## src/rtl/ahb_lite_pkg.sv

```systemverilog
// Shared AHB-Lite encodings and record layouts for the command master and its slaves.
package ahb_lite_pkg;

    typedef enum logic [1:0] {
        HTRANS_IDLE   = 2'b00,
        HTRANS_BUSY   = 2'b01,
        HTRANS_NONSEQ = 2'b10,
        HTRANS_SEQ    = 2'b11
    } htrans_e;

    localparam logic [2:0] HBURST_SINGLE = 3'b000;
    localparam logic [2:0] HSIZE_BYTE    = 3'd0;
    localparam logic [2:0] HSIZE_HALF    = 3'd1;
    localparam logic [2:0] HSIZE_WORD    = 3'd2;
    localparam logic [3:0] HPROT_DEFAULT = 4'b0011;

    localparam int ADDR_W = 32;
    localparam int DATA_W = 32;
    localparam int CMD_W  = 1 + ADDR_W + 3 + DATA_W;
    localparam int RSP_W  = 2 + DATA_W;

    typedef struct packed {
        logic              write;
        logic [ADDR_W-1:0] addr;
        logic [2:0]        size;
        logic [DATA_W-1:0] wdata;
    } cmd_t;

    typedef struct packed {
        logic              err;
        logic              write;
        logic [DATA_W-1:0] rdata;
    } rsp_t;

    function automatic logic [2:0] clamp_size(input logic [2:0] size);
        return (size > HSIZE_WORD) ? HSIZE_WORD : size;
    endfunction

    // Expects an already clamped size; misaligned low bits are silently dropped.
    function automatic logic [ADDR_W-1:0] align_addr(input logic [ADDR_W-1:0] addr,
                                                     input logic [2:0] size);
        case (size)
            HSIZE_HALF: return {addr[ADDR_W-1:1], 1'b0};
            HSIZE_WORD: return {addr[ADDR_W-1:2], 2'b00};
            default:    return addr;
        endcase
    endfunction

endpackage

```

## src/rtl/ahb_rsp_fifo.sv

```systemverilog
// Synchronous response FIFO; a push is accepted on a full FIFO only when a pop frees a slot in the same cycle.
module ahb_rsp_fifo #(
    parameter int WIDTH = 34,
    parameter int DEPTH = 4,
    localparam int CNT_W = $clog2(DEPTH + 1)
) (
    input  logic             clk,
    input  logic             rst,
    input  logic             push,
    input  logic [WIDTH-1:0] din,
    input  logic             pop,
    output logic [WIDTH-1:0] dout,
    output logic             full,
    output logic             empty,
    output logic [CNT_W-1:0] count
);

    localparam int PTR_W = (DEPTH > 1) ? $clog2(DEPTH) : 1;

    logic [WIDTH-1:0] mem [DEPTH];
    logic [PTR_W-1:0] wr_ptr;
    logic [PTR_W-1:0] rd_ptr;
    logic             do_push;
    logic             do_pop;

    function automatic logic [PTR_W-1:0] next_ptr(input logic [PTR_W-1:0] p);
        return (p == PTR_W'(DEPTH - 1)) ? '0 : p + 1'b1;
    endfunction

    assign empty   = (count == '0);
    assign full    = (count == CNT_W'(DEPTH));
    assign do_pop  = pop & ~empty;
    assign do_push = push & (~full | do_pop);
    assign dout    = empty ? '0 : mem[rd_ptr];

    always_ff @(posedge clk) begin
        if (do_push) begin
            mem[wr_ptr] <= din;
        end
    end

    always_ff @(posedge clk) begin
        if (rst) begin
            wr_ptr <= '0;
            rd_ptr <= '0;
            count  <= '0;
        end else begin
            if (do_push) begin
                wr_ptr <= next_ptr(wr_ptr);
            end
            if (do_pop) begin
                rd_ptr <= next_ptr(rd_ptr);
            end
            count <= count + CNT_W'(do_push) - CNT_W'(do_pop);
        end
    end

endmodule

```

## src/rtl/ahb_lite_cmd_master.sv

```systemverilog
// AHB-Lite single-transfer master: command stream in, pipelined NONSEQ SINGLE transfers out,
// in-order responses back through a small FIFO.
module ahb_lite_cmd_master #(
    parameter int RSP_DEPTH = 4
) (
    input  logic        I_HCLK,
    input  logic        I_HRESET,
    input  logic        I_CMD_VALID,
    output logic        O_CMD_READY,
    input  logic        I_CMD_WRITE,
    input  logic [31:0] I_CMD_ADDR,
    input  logic [2:0]  I_CMD_SIZE,
    input  logic [31:0] I_CMD_WDATA,
    output logic        O_RSP_VALID,
    input  logic        I_RSP_READY,
    output logic [31:0] O_RSP_RDATA,
    output logic        O_RSP_ERR,
    output logic        O_RSP_WRITE,
    output logic [31:0] O_HADDR,
    output logic [1:0]  O_HTRANS,
    output logic        O_HWRITE,
    output logic [2:0]  O_HSIZE,
    output logic [2:0]  O_HBURST,
    output logic [3:0]  O_HPROT,
    output logic        O_HMASTLOCK,
    output logic [31:0] O_HWDATA,
    input  logic [31:0] I_HRDATA,
    input  logic        I_HREADY,
    input  logic        I_HRESP
);

    import ahb_lite_pkg::*;

    localparam int CNT_W = $clog2(RSP_DEPTH + 1);
    localparam int FLT_W = CNT_W + 1;

    cmd_t             aph_cmd;
    logic             aph_valid;
    logic             dph_valid;
    logic             dph_write;
    logic [31:0]      dph_wdata;
    logic             cmd_fire;
    logic             completion;
    logic             rsp_pop;
    logic             fifo_full;
    logic             fifo_empty;
    logic [CNT_W-1:0] fifo_count;
    logic [FLT_W-1:0] in_flight;
    rsp_t             push_rsp;
    rsp_t             head_rsp;

    // Every accepted command owns a FIFO slot from acceptance until its response is popped.
    assign in_flight   = FLT_W'(aph_valid) + FLT_W'(dph_valid) + FLT_W'(fifo_count);
    assign rsp_pop     = O_RSP_VALID & I_RSP_READY;
    assign O_CMD_READY = ((in_flight - FLT_W'(rsp_pop)) < FLT_W'(RSP_DEPTH))
                       & ~(fifo_full & ~rsp_pop)
                       & (~aph_valid | I_HREADY);
    assign cmd_fire    = I_CMD_VALID & O_CMD_READY;
    assign completion  = dph_valid & I_HREADY;

    // A presented NONSEQ is never withdrawn: APH only changes on HREADY or while empty.
    always_ff @(posedge I_HCLK) begin
        if (I_HRESET) begin
            aph_valid <= 1'b0;
            aph_cmd   <= '0;
        end else if (cmd_fire) begin
            aph_valid <= 1'b1;
            aph_cmd   <= '{write: I_CMD_WRITE,
                           addr:  align_addr(I_CMD_ADDR, clamp_size(I_CMD_SIZE)),
                           size:  clamp_size(I_CMD_SIZE),
                           wdata: I_CMD_WDATA};
        end else if (I_HREADY) begin
            aph_valid <= 1'b0;
        end
    end

    always_ff @(posedge I_HCLK) begin
        if (I_HRESET) begin
            dph_valid <= 1'b0;
            dph_write <= 1'b0;
            dph_wdata <= '0;
        end else if (I_HREADY) begin
            dph_valid <= aph_valid;
            if (aph_valid) begin
                dph_write <= aph_cmd.write;
                dph_wdata <= aph_cmd.wdata;
            end
        end
    end

    always_comb begin
        push_rsp       = '0;
        push_rsp.err   = I_HRESP;
        push_rsp.write = dph_write;
        push_rsp.rdata = (dph_write | I_HRESP) ? '0 : I_HRDATA;
    end

    ahb_rsp_fifo #(
        .WIDTH (RSP_W),
        .DEPTH (RSP_DEPTH)
    ) u_rsp_fifo (
        .clk   (I_HCLK),
        .rst   (I_HRESET),
        .push  (completion),
        .din   (push_rsp),
        .pop   (rsp_pop),
        .dout  (head_rsp),
        .full  (fifo_full),
        .empty (fifo_empty),
        .count (fifo_count)
    );

    // Address/control fields keep their last values when APH empties; only HTRANS drops to IDLE.
    assign O_HTRANS    = aph_valid ? HTRANS_NONSEQ : HTRANS_IDLE;
    assign O_HADDR     = aph_cmd.addr;
    assign O_HWRITE    = aph_cmd.write;
    assign O_HSIZE     = aph_cmd.size;
    assign O_HWDATA    = dph_wdata;
    assign O_HBURST    = HBURST_SINGLE;
    assign O_HPROT     = HPROT_DEFAULT;
    assign O_HMASTLOCK = 1'b0;

    assign O_RSP_VALID = ~fifo_empty;
    assign O_RSP_RDATA = head_rsp.rdata;
    assign O_RSP_ERR   = head_rsp.err;
    assign O_RSP_WRITE = head_rsp.write;

endmodule
```

## config.mk

```make
export PLATFORM = sky130hd
export DESIGN_NAME = ahb_lite_cmd_master
export DESIGN_NICKNAME = d
export VERILOG_FILES = /design/src/rtl/ahb_lite_pkg.sv /design/src/rtl/ahb_rsp_fifo.sv /design/src/rtl/ahb_lite_cmd_master.sv
export SDC_FILE = /design/constraint.sdc
export NUM_CORES = 1
export LEC_CHECK = 0
export ABC_AREA = 1
export ABC_CLOCK_PERIOD_IN_PS = 3280
export BUFFER_PORTS_ARGS = -buffer_cell sky130_fd_sc_hd__buf_4
export CORE_MARGIN = 5
export CORE_UTILIZATION = 50
export DETAILED_ROUTE_END_ITERATION = 8
export PLACE_DENSITY = 0.74
export SYNTH_ARGS = -nofsm -noshare
export SYNTH_HDL_FRONTEND = slang
export SYNTH_SLANG_ARGS = --single-unit
```

## constraint.sdc

```tcl
create_clock -name I_HCLK -period 3.28 [get_ports I_HCLK]
set_clock_uncertainty 0.2 [all_clocks]
set_input_delay 0.492 -clock I_HCLK [delete_from_list [all_inputs] [get_ports I_HCLK]]
set_output_delay 0.492 -clock I_HCLK [all_outputs]
set_load 0.01 [all_outputs]
```

==> out/qor_table.md <==
| Stage | Metric | Reported |
| --- | --- | --- |
| floorplanning | DIE WIDTH | 158 um |
| floorplanning | Floorplan die area | 25000 um2 |
| route | Routed length per placed instance | 14.5 um |
| place | Post-detailed-placement cell area | 12500 um2 |
| grt | Initial antenna violation count | 0 |
| sta | Final Hold Vio Count | 0 |
| pwr | Leak pwr | 0.00630 uW |
| finish | Final instance count without filler cells | 1750 |
| floorplanning | IO Count | 220 |
| sta | Final hold slack | 0.0828 ns |
| critical path | Sort of element at the start of the critical path | flip-flop |
| route | ANT nets after route | 0 |
| grt | Global-route usage over all layers | 0.197 |
| pwr | Total Power | 12000 uW |
| floorplanning | Core ar. | 21800 um2 |
| synthesis | Seq cells post-synth | 248 |
| clock tree | CTS clk-pin slew, worst paths | 0.06 ns |
| critical path | Kind of end point of the critical path | output port |
| synthesis | Average instance area after synthesis | 8.48 um2 |
| critical path | Max FO, Critical Path | 4 |
| finish | Final nets | 1569 |
| clock tree | Buffer cell driving the clock tree root | clkbuf_16 |
| finish | Final cell area excluding filler cells | 13500 um2 |
| pwr | Power density of the placed cells | 886 nW/um2 |
| outcome | Status | finished, final reports clean |
| pwr | Worst vdd rail ir drop | 0.000760 V |
| sta | Setup TNS | 0 ns |
| grt | Congestion Overflow GR | 0 |
| route | Vias per inst | 4.85 |
| route | Violation count after the first detailed-route iteration | 532 |
| finish | Area of combinational cells with multiple inputs | 3180 um2 |
| synthesis | Post-synth EDFFs | 136 |
| finish | Filler Cells Inserted | 1837 |
| sta | Transition at the pin with the smallest max-transition slack | 0.971 ns |
| synthesis | Summed instance area of the synthesized netlist | 11000 um2 |
| sta | Maximum operating frequency | 315 MHz |
| grt | Wire length of the first global-routing pass | 40000 um |
| place | PortBufs | 210 |
| clock tree | Total number of H-tree levels | 1 |
| sta | Final setup violation count | 0 |
| floorplanning | Die H | 158 um |
| clock tree | Largest buffer count on any clock path | 3 |
| route | Routed vias | 8492 |
| sta | Final slew viol count | 0 |
| critical path | Worst path required time | 2.59 ns |
| grt | Maximum number of pins on one net before global-route repair | 70 |
| clock tree | Latest clock arrival within the worst-skew pair | 0.51 ns |
| synthesis | Unique masters post-synth | 26 |
| place | Placed Instances | 1692 |
| place | Last weighted congestion value of the routability-driven placer | 0.780 |
| hold path | Worst hold path type | in2reg |
| finish | Number of antenna cells inserted | 0 |
| critical path | FF-to-FF setup slack | 0.35 ns |
| finish | Fraction of final layout cells sized beyond drive strength 1 | 0.210 |
| sta | Worst slew margin relative to its limit | 0.352 |
| synthesis | Share of async-settable or async-resettable flops after synthesis | 0 |
| floorplanning | Effective utilization at floorplan | 0.505 |
| critical path | Worst setup path category | reg2out |
| route | Router iterations before antenna repair | 4 |
| floorplanning | Cell Rows | 54 |
| critical path | Data arrival at the endpoint of the critical path | 2.49 ns |
| synthesis | Share of synthesized area occupied by flip-flops and latches | 0.576 |
| sta | Time the worst path needs with I/O delays and setup | 3.18 ns |
| finish | Synth-to-layout area growth | 23.3% |
| run | Number of max-capacitance violations reported | 0 |
| grt | Vias in the first global route | 7950 |
| place | Placed wire-length estimate | 15500 um |
| synthesis | Synthesized netlist cell count | 1296 |
| sta | Fraction of the cycle the final worst path needs | 0.969 |
| clock tree | CTS buffer count | 26 |
| synthesis | Most frequently used flop master after synthesis | edfxtp_1 |
| route | Post-Route WL | 25400 um |
| synthesis | Warning count from the yosys run | 0 |
| finish | Sequential standard cell area | 6330 um2 |
| clock tree | Clk sink count | 248 |
| route | Residual DRC | 0 |
| clock tree | CTS tree | built |
==> state kept, by name, indices dropped and copies added, names as in the netlist, 2 cells and up, named ones only <==
register and flops:
u_rsp_fifo.mem 136, O_HADDR 32, O_HWDATA 32, aph_cmd 32, O_HSIZE 3, u_rsp_fifo.count 3, u_rsp_fifo.rd_ptr 2, u_rsp_fifo.wr_ptr 2
==> metal layers <==
layer  vias up  GRT usage  share of wire
li1       4313          -              -
met1      3884      0.254           0.41
met2       263      0.340           0.49
met3        32     0.0451          0.081
met4         0     0.0435          0.017
met5         -          0              0
==> final cells by class <==
class / count / area share
inverter: 257 / 0.0714
sequential: 248 / 0.468
clock buffer: 37 / 0.0564
multi-input combinational: 677 / 0.235
timing repair buffer: 241 / 0.136
tap: 280 / 0.0259
clock inverter: 10 / 0.00767
==> cell usage in the layout, fill, tap and decap left out, types with 2 or more instances in the layout <==
cell,n
a21oi_1,72
buf_12,2
buf_4,236
bufinv_16,2
clkbuf_1,5
clkbuf_16,27
clkbuf_8,5
clkinv_1,3
clkinv_2,5
conb_1,9
dfxtp_1,109
dfxtp_4,2
dlygate4sd3_1,2
edfxtp_1,136
ha_1,9
ha_4,2
inv_1,249
inv_2,5
inv_4,2
nand2_1,142
nand2_2,6
nand3_1,4
nand3_2,2
nand4_1,67
nor2_1,246
nor2_4,6
o21ai_0,104
==> critical path, cell delays in order (launching register included) <==
cell and delay (ns):
dfxtp_4 0.35, nor2_4 0.12, nand2_2 0.08, nand2_2 0.10, inv_4 0.05, ha_4 0.26
inv_2 0.04, ha_4 0.24, nand2_1 0.05, nand2_2 0.08, nand2_2 0.07, a21oi_2 0.18
nor2_4 0.06, and2_4 0.17, buf_6 0.12
==> power breakdown <==
| part | switching, uW | internal [uW] | total [uW] |
|---|---|---|---|
| Sequential | 182 | 3650 | 3830 |
| Combinational | 3260 | 1990 | 5250 |
| Clock | 1150 | 1770 | 2920 |
==> through the flow <==
stage	util	setup WS (ns)
after floorplan	-	0.239
after global placement	0.575	0.341
after detailed placement	0.575	0.270
after CTS	0.618	0.00442
after global routing	0.622	-0.0484
final	0.622	0.102
==> synthesized netlist by cell type (2+ instances only) <==
master / count / share of area
buf_1: 9 / 0.0031
inv_1: 253 / 0.086
buf_4: 45 / 0.031
nor2_1: 251 / 0.086
nand2_1: 149 / 0.051
nand4_1: 67 / 0.038
buf_2: 11 / 0.0050
edfxtp_1: 136 / 0.37
dfxtp_1: 112 / 0.20
a21oi_1: 73 / 0.033
ha_1: 11 / 0.013
o21ai_0: 104 / 0.047
clkinv_1: 2 / 0.00068
inv_2: 2 / 0.00068
nand3_1: 5 / 0.0023
conb_1: 2 / 0.00068
clkbuf_1: 55 / 0.019
==> worst paths after layout <==
check | startpoint | end | depth (start not counted)
max | u_rsp_fifo.count[0] | O_CMD_READY | 14
min | I_HREADY | aph_valid | 4
max reg2reg | u_rsp_fifo.count[0] | aph_cmd[23] | 19
min reg2reg | aph_cmd[29] | O_HWDATA[29] | 2
==> cell families after synthesis <==
family | after synthesis | synth area share
compound gates | 179 | 0.0822
fa+ha+maj | 12 | 0.0143
other cells | 2 | 0.000684
simple gates | 476 | 0.180
xor+xnor | 1 | 0.000797
buf+inv | 378 | 0.146
flops | 248 | 0.576
==> repair_timing <==
action	CTS	global route
setup buffers	3	6
pin swaps	3	8
endpoints found under the setup margin	1	1
cloned	0	0
hold endpoints to repair	10	0
hold buffers	2	0
resized for setup	8	15
Note: power is estimated with default switching activity, not from simulation.
